===== src/rtl/axis_adder_pkg.sv =====
// Shared definitions for the AXI-Stream adder: skid buffer state encoding
// and operand extension mode constants.
package axis_adder_pkg;

    typedef enum logic [1:0] {
        ST_EMPTY = 2'd0,
        ST_ONE   = 2'd1,
        ST_FULL  = 2'd2
    } buf_state_e;

    localparam int MODE_UNSIGNED = 0;
    localparam int MODE_SIGNED   = 1;

endpackage : axis_adder_pkg


===== src/rtl/axis_skid_buffer.sv =====
// Two-entry registered output buffer: 1-cycle latency, full throughput, and
// a "space" flag derived from registered state only.
module axis_skid_buffer
    import axis_adder_pkg::*;
#(
    parameter int DATA_W = 10
) (
    input  logic              clk_i,
    input  logic              rst_i,
    input  logic              wr_valid_i,
    input  logic [DATA_W-1:0] wr_data_i,
    output logic              space_o,
    output logic              rd_valid_o,
    output logic [DATA_W-1:0] rd_data_o,
    input  logic              rd_ready_i
);

    buf_state_e        state_reg, state_next;
    logic [DATA_W-1:0] head_reg, head_next;
    logic [DATA_W-1:0] skid_reg, skid_next;
    logic              accept;

    assign accept    = rd_valid_o & rd_ready_i;
    assign rd_data_o = head_reg;

    always_ff @(posedge clk_i or posedge rst_i) begin
        if (rst_i) begin
            state_reg <= ST_EMPTY;
            head_reg  <= '0;
            skid_reg  <= '0;
        end else begin
            state_reg <= state_next;
            head_reg  <= head_next;
            skid_reg  <= skid_next;
        end
    end

    // Head always holds the oldest beat; skid only fills when head is stalled.
    always_comb begin
        state_next = state_reg;
        head_next  = head_reg;
        skid_next  = skid_reg;
        case (state_reg)
            ST_EMPTY: begin
                if (wr_valid_i) begin
                    head_next  = wr_data_i;
                    state_next = ST_ONE;
                end
            end
            ST_ONE: begin
                if (wr_valid_i && accept) begin
                    head_next = wr_data_i;
                end else if (wr_valid_i) begin
                    skid_next  = wr_data_i;
                    state_next = ST_FULL;
                end else if (accept) begin
                    state_next = ST_EMPTY;
                end
            end
            ST_FULL: begin
                if (accept) begin
                    head_next  = skid_reg;
                    state_next = ST_ONE;
                end
            end
            default: state_next = ST_EMPTY;
        endcase
    end

    always_comb begin
        space_o    = (state_reg != ST_FULL);
        rd_valid_o = (state_reg != ST_EMPTY);
    end

endmodule : axis_skid_buffer


===== src/rtl/axis_adder.sv =====
// Joins one beat from each of two AXI-Stream inputs and emits their
// (WIDTH+1)-bit sum through a 2-entry output buffer.
module axis_adder
    import axis_adder_pkg::*;
#(
    parameter int WIDTH       = 8,
    parameter int SIGNED_MODE = MODE_UNSIGNED
) (
    input  logic             clk_i,
    input  logic             rst_i,
    input  logic [WIDTH-1:0] s_axis1_tdata_i,
    input  logic             s_axis1_tvalid_i,
    input  logic             s_axis1_tlast_i,
    output logic             s_axis1_tready_o,
    input  logic [WIDTH-1:0] s_axis2_tdata_i,
    input  logic             s_axis2_tvalid_i,
    input  logic             s_axis2_tlast_i,
    output logic             s_axis2_tready_o,
    output logic [WIDTH:0]   m_axis_tdata_o,
    output logic             m_axis_tvalid_o,
    output logic             m_axis_tlast_o,
    input  logic             m_axis_tready_i,
    output logic             tlast_err_o
);

    localparam int SUM_W = WIDTH + 1;
    localparam int BUF_W = WIDTH + 2;

    logic             space;
    logic             space_ok;
    logic             fire;
    logic [WIDTH-1:0] op     [2];
    logic [SUM_W-1:0] op_ext [2];
    logic [SUM_W-1:0] sum;
    logic [BUF_W-1:0] buf_wr_data;
    logic [BUF_W-1:0] buf_rd_data;
    logic             tlast_err_reg;

    assign op[0] = s_axis1_tdata_i;
    assign op[1] = s_axis2_tdata_i;

    generate
        for (genvar gi = 0; gi < 2; gi++) begin : g_ext
            logic ext_bit;
            assign ext_bit     = (SIGNED_MODE == MODE_SIGNED) ? op[gi][WIDTH-1] : 1'b0;
            assign op_ext[gi]  = {ext_bit, op[gi]};
        end
    endgenerate

    // One extra bit of headroom means the sum can never overflow.
    assign sum = op_ext[0] + op_ext[1];

    // Nothing is consumed while reset is held, even though the buffer reads empty.
    assign space_ok         = space & ~rst_i;
    assign s_axis1_tready_o = s_axis2_tvalid_i & space_ok;
    assign s_axis2_tready_o = s_axis1_tvalid_i & space_ok;
    assign fire             = s_axis1_tvalid_i & s_axis2_tvalid_i & space_ok;

    assign buf_wr_data = {s_axis1_tlast_i, sum};

    axis_skid_buffer #(
        .DATA_W (BUF_W)
    ) u_skid (
        .clk_i      (clk_i),
        .rst_i      (rst_i),
        .wr_valid_i (fire),
        .wr_data_i  (buf_wr_data),
        .space_o    (space),
        .rd_valid_o (m_axis_tvalid_o),
        .rd_data_o  (buf_rd_data),
        .rd_ready_i (m_axis_tready_i)
    );

    assign m_axis_tdata_o = buf_rd_data[SUM_W-1:0];
    assign m_axis_tlast_o = buf_rd_data[BUF_W-1];

    always_ff @(posedge clk_i or posedge rst_i) begin
        if (rst_i) begin
            tlast_err_reg <= 1'b0;
        end else if (fire && (s_axis1_tlast_i != s_axis2_tlast_i)) begin
            tlast_err_reg <= 1'b1;
        end
    end

    assign tlast_err_o = tlast_err_reg;

endmodule : axis_adder


===== config.mk =====
export PLATFORM = sky130hd
export DESIGN_NAME = axis_adder
export DESIGN_NICKNAME = d
export VERILOG_FILES = /design/src/rtl/axis_adder_pkg.sv /design/src/rtl/axis_skid_buffer.sv /design/src/rtl/axis_adder.sv
export SDC_FILE = /design/constraint.sdc
export NUM_CORES = 1
export LEC_CHECK = 0
export CAP_MARGIN = 20
export CORE_AREA = 2 2 72 74
export CTS_BUF_LIST = sky130_fd_sc_hd__clkbuf_8 sky130_fd_sc_hd__clkbuf_16
export CTS_CLUSTER_DIAMETER = 80
export CTS_CLUSTER_SIZE = 14
export DETAILED_ROUTE_END_ITERATION = 16
export DIE_AREA = 0 0 74 76
export MAX_ROUTING_LAYER = met4
export SYNTH_ARGS = -nofsm -noshare
export SYNTH_HDL_FRONTEND = slang
export SYNTH_HIERARCHICAL = 1
export SYNTH_SLANG_ARGS = --single-unit

===== constraint.sdc =====
create_clock -name clk_i -period 3.12 [get_ports clk_i]
set_clock_uncertainty 0.05 [all_clocks]
set_input_delay 0.78 -clock clk_i [delete_from_list [all_inputs] [get_ports clk_i]]
set_output_delay 0.78 -clock clk_i [all_outputs]
set_load 0.02 [all_outputs]

==> metrics.md <==
| Metric | Value |
|---|---|
| Top sig layer | `met4` |
| Antenna Violating Nets Remaining | `0` |
| Tcrit/Tclk final | `93.7%` |
| Port bufs | `36` |
| Core area | `0.00491 mm2` |
| # diodes | `0` |
| Seq cells post-synth | `23` |
| Grt total ovfl | `0` |
| Root Driver | `clkbuf_8` |
| Clock group share of total power | `17.0%` |
| Leak | `0.846 nW` |
| FFs w/ async S/R, synth | `100%` |
| Vias/cell | `4.50` |
| DRC | `0` |
| Slew headroom | `43.2%` |
| Final net count | `189` |
| Drt pass-1 iters | `4` |
| Vias | `1016` |
| Die height | `76 um` |
| Worst R2R End | `u_skid/skid_reg[4]$_DFFE_PP0P_` |
| Routed metal-1 wire length | `1.23 mm` |
| Post-cts resize count | `0` |
| # fillers | `464` |
| Met3 WL | `114 um` |
| Commonest non-fill, non-tap cell in the layout | `clkdlybuf4s50_1` |
| Distinct cell type count after synthesis | `36` |
| Hold EP | `tlast_err_o$_DFFE_PP0P_` |
| DRT Wirelength | `2.95 mm` |
| Total die area | `0.00562 mm2` |
| Final hold violations | `0` |
| Vias in the first global route | `1088` |
| CP max FO | `3` |
| Setup WS pre-CTS | `-0.0203 ns` |
| Switching Share | `31.0%` |
| CTS tree | `built` |
| Setup crit start kind | `input port` |
| Largest net degree at the start of global routing | `23` |
| Max VDD drop | `361 uV` |
| Wire per inst | `13.0 um` |
| IO Count | `37` |
| FF-to-FF path depth | `8` |
| Final min period | `2.92 ns` |
| # setup viols final | `0` |
| Reg2reg setup slack | `0.81 ns` |
| First-pass GRT wire length | `5.00 mm` |
| Data required, critical path | `2.29 ns` |
| DR iter-0 viols | `31` |
| Primary FF master, synth | `dfrtp_1` |
| Post-Syn Instances | `112` |
| Initial antenna violation count | `0` |
| Crit path kind | `in -> out` |
| Hold buffer count at CTS | `0` |
| Status | `finished clean` |
| CP endpoint kind | `output port` |
| Total clock sinks | `23` |
| Clk_lat worst skew | `0.27 ns` |
| Post-DP HPWL | `2.33 mm` |
| Fmax | `0.342 GHz` |
| Flop pwr share | `41.4%` |
| Setup tns final | `0 ns` |
| P_sw | `0.337 mW` |
| Combinational share of power | `41.7%` |
| Max Root-Sink Buffers | `2` |
| Pint | `0.751 mW` |
| Syn avg cell area | `12.6 um2` |
| Most frequent cells in the layout | `36 x clkdlybuf4s50_1, 23 x dfrtp_1, 22 x mux2_2` |
| Final Total Pwr | `1.09 mW` |
| Initial Utilization | `28.8%` |
| Layout cell share with drive strength beyond 1 | `30.1%` |
| Met2 routed wirelength | `1.55 mm` |
| MaxCap Viol Count | `0` |
| Mapped cell area | `0.00142 mm2` |
| Syn_nets | `144` |
| Worst-path clk slew | `0.09 ns` |
| GRT Total Usage | `11.7%` |
| Slew Viols, Final | `0` |
| Post-synth EDFFs | `0` |
| Floorplan row count | `26` |
| Multi-input logic area | `803 um2` |
| Die X-Extent | `74 um` |
| Pwr Density | `561 mW/mm2` |
| Final GP Congestion | `0.698` |
| Critical hold path startpoint | `tlast_err_o$_DFFE_PP0P_` |
| Worst hold path depth | `1` |
| TritonCTS Buffers | `3` |
| Hold WC Path Type | `reg -> reg` |
| Yosys warning count | `6` |
| Post-CTS setup buffers | `0` |
| Fin worst setup slack | `0.195 ns` |
| FF-to-FF Start | `u_skid/state_reg[1]$_DFFE_PP0P_` |
| Htree depth | `1` |
| Register area | `576 um2` |
| Register area share after synthesis | `40.7%` |
| Area Growth Syn to Fin | `37.0%` |
| Core Util, Final | `39.5%` |
| Worst slew pin tran | `0.851 ns` |
| WP data arrival | `2.09 ns` |
| RSZ-0062 raised after global routing | `no` |
critical path, stage by stage:
cell,delay (ns)
clkdlybuf4s50_1,0.43
inv_1,0.10
and3_1,0.18
clkdlybuf4s50_1,0.61
synth_stat cells, types with 2 or more instances:
library cell  number  share of area, %
ha_1               8               7.1
inv_1              3              0.80
nor2_1             2              0.53
nand2_1            3              0.80
a21o_1             2               1.1
mux2_4             8               8.5
xor2_1             2               1.2
nor3_1             2              0.71
xnor2_1            4               2.5
mux2_2            22                18
nor2b_2            2               1.2
a21oi_1            6               2.1
dfrtp_1           23                41
and3_1             2              0.88
o21ai_0            2              0.71
final cells by class:
class | instances | area share [%]
repair buffers | 42 | 20.9
inverters | 4 | 1.03
well taps | 70 | 4.52
flip-flops and latches | 23 | 29.7
clock inverters | 1 | 0.258
clock buffers | 3 | 2.13
multi-input cells | 83 | 41.4
cell families after synthesis:
kind of cell    share of synthesized area (%)
buf+inv                                  2.56
simple gates                             8.14
xor+xnor                                 3.71
compound gates                           9.73
flops                                    40.7
mux                                      26.7
fa+ha+maj                                8.49
per-stage QoR:
| step | std cells | instance area [um2] | hold WS, ns |
|---|---|---|---|
| after global placement | 222 | 1890 | 0.393 |
| after CTS | 226 | 1940 | 0.426 |
| after global routing | 226 | 1940 | 0.465 |
| final | 226 | 1940 | 0.429 |
| after detailed placement | 222 | 1890 | 0.406 |
| after floorplan | 112 | 1420 | 0.425 |
layer usage:
layer,vias to the layer above,GRT usage (%)
met3,4,3.57
met5,-,-
met2,19,19.8
met1,499,13.3
li1,494,-
met4,0,3.09
power by group through the flow:
stage	clock network, mW	logic [mW]	registers (mW)
3_5_place_dp	0	0.458	0.458
5_1_grt	0.205	0.488	0.463
6_report	0.185	0.453	0.450
2_1_floorplan	0	0.208	0.508
4_1_cts	0.192	0.460	0.452
3_3_place_gp	0	0.447	0.449
worst max path at each step:
stage	from	to	slack, ns	depth (start not counted)
floorplan	s_axis1_tdata_i[0]	u_skid/rd_data_o[8]$_DFFE_PP0P_	0.51	8
global placement	s_axis1_tdata_i[0]	u_skid/rd_data_o[8]$_DFFE_PP0P_	-0.005	9
detailed placement	s_axis1_tdata_i[0]	u_skid/rd_data_o[8]$_DFFE_PP0P_	-0.02	9
CTS	rst_i	s_axis1_tready_o	0.19	4
global route	rst_i	s_axis2_tready_o	0.13	4
finish	rst_i	s_axis2_tready_o	0.20	4
Note: power is estimated with default switching activity, not from simulation.
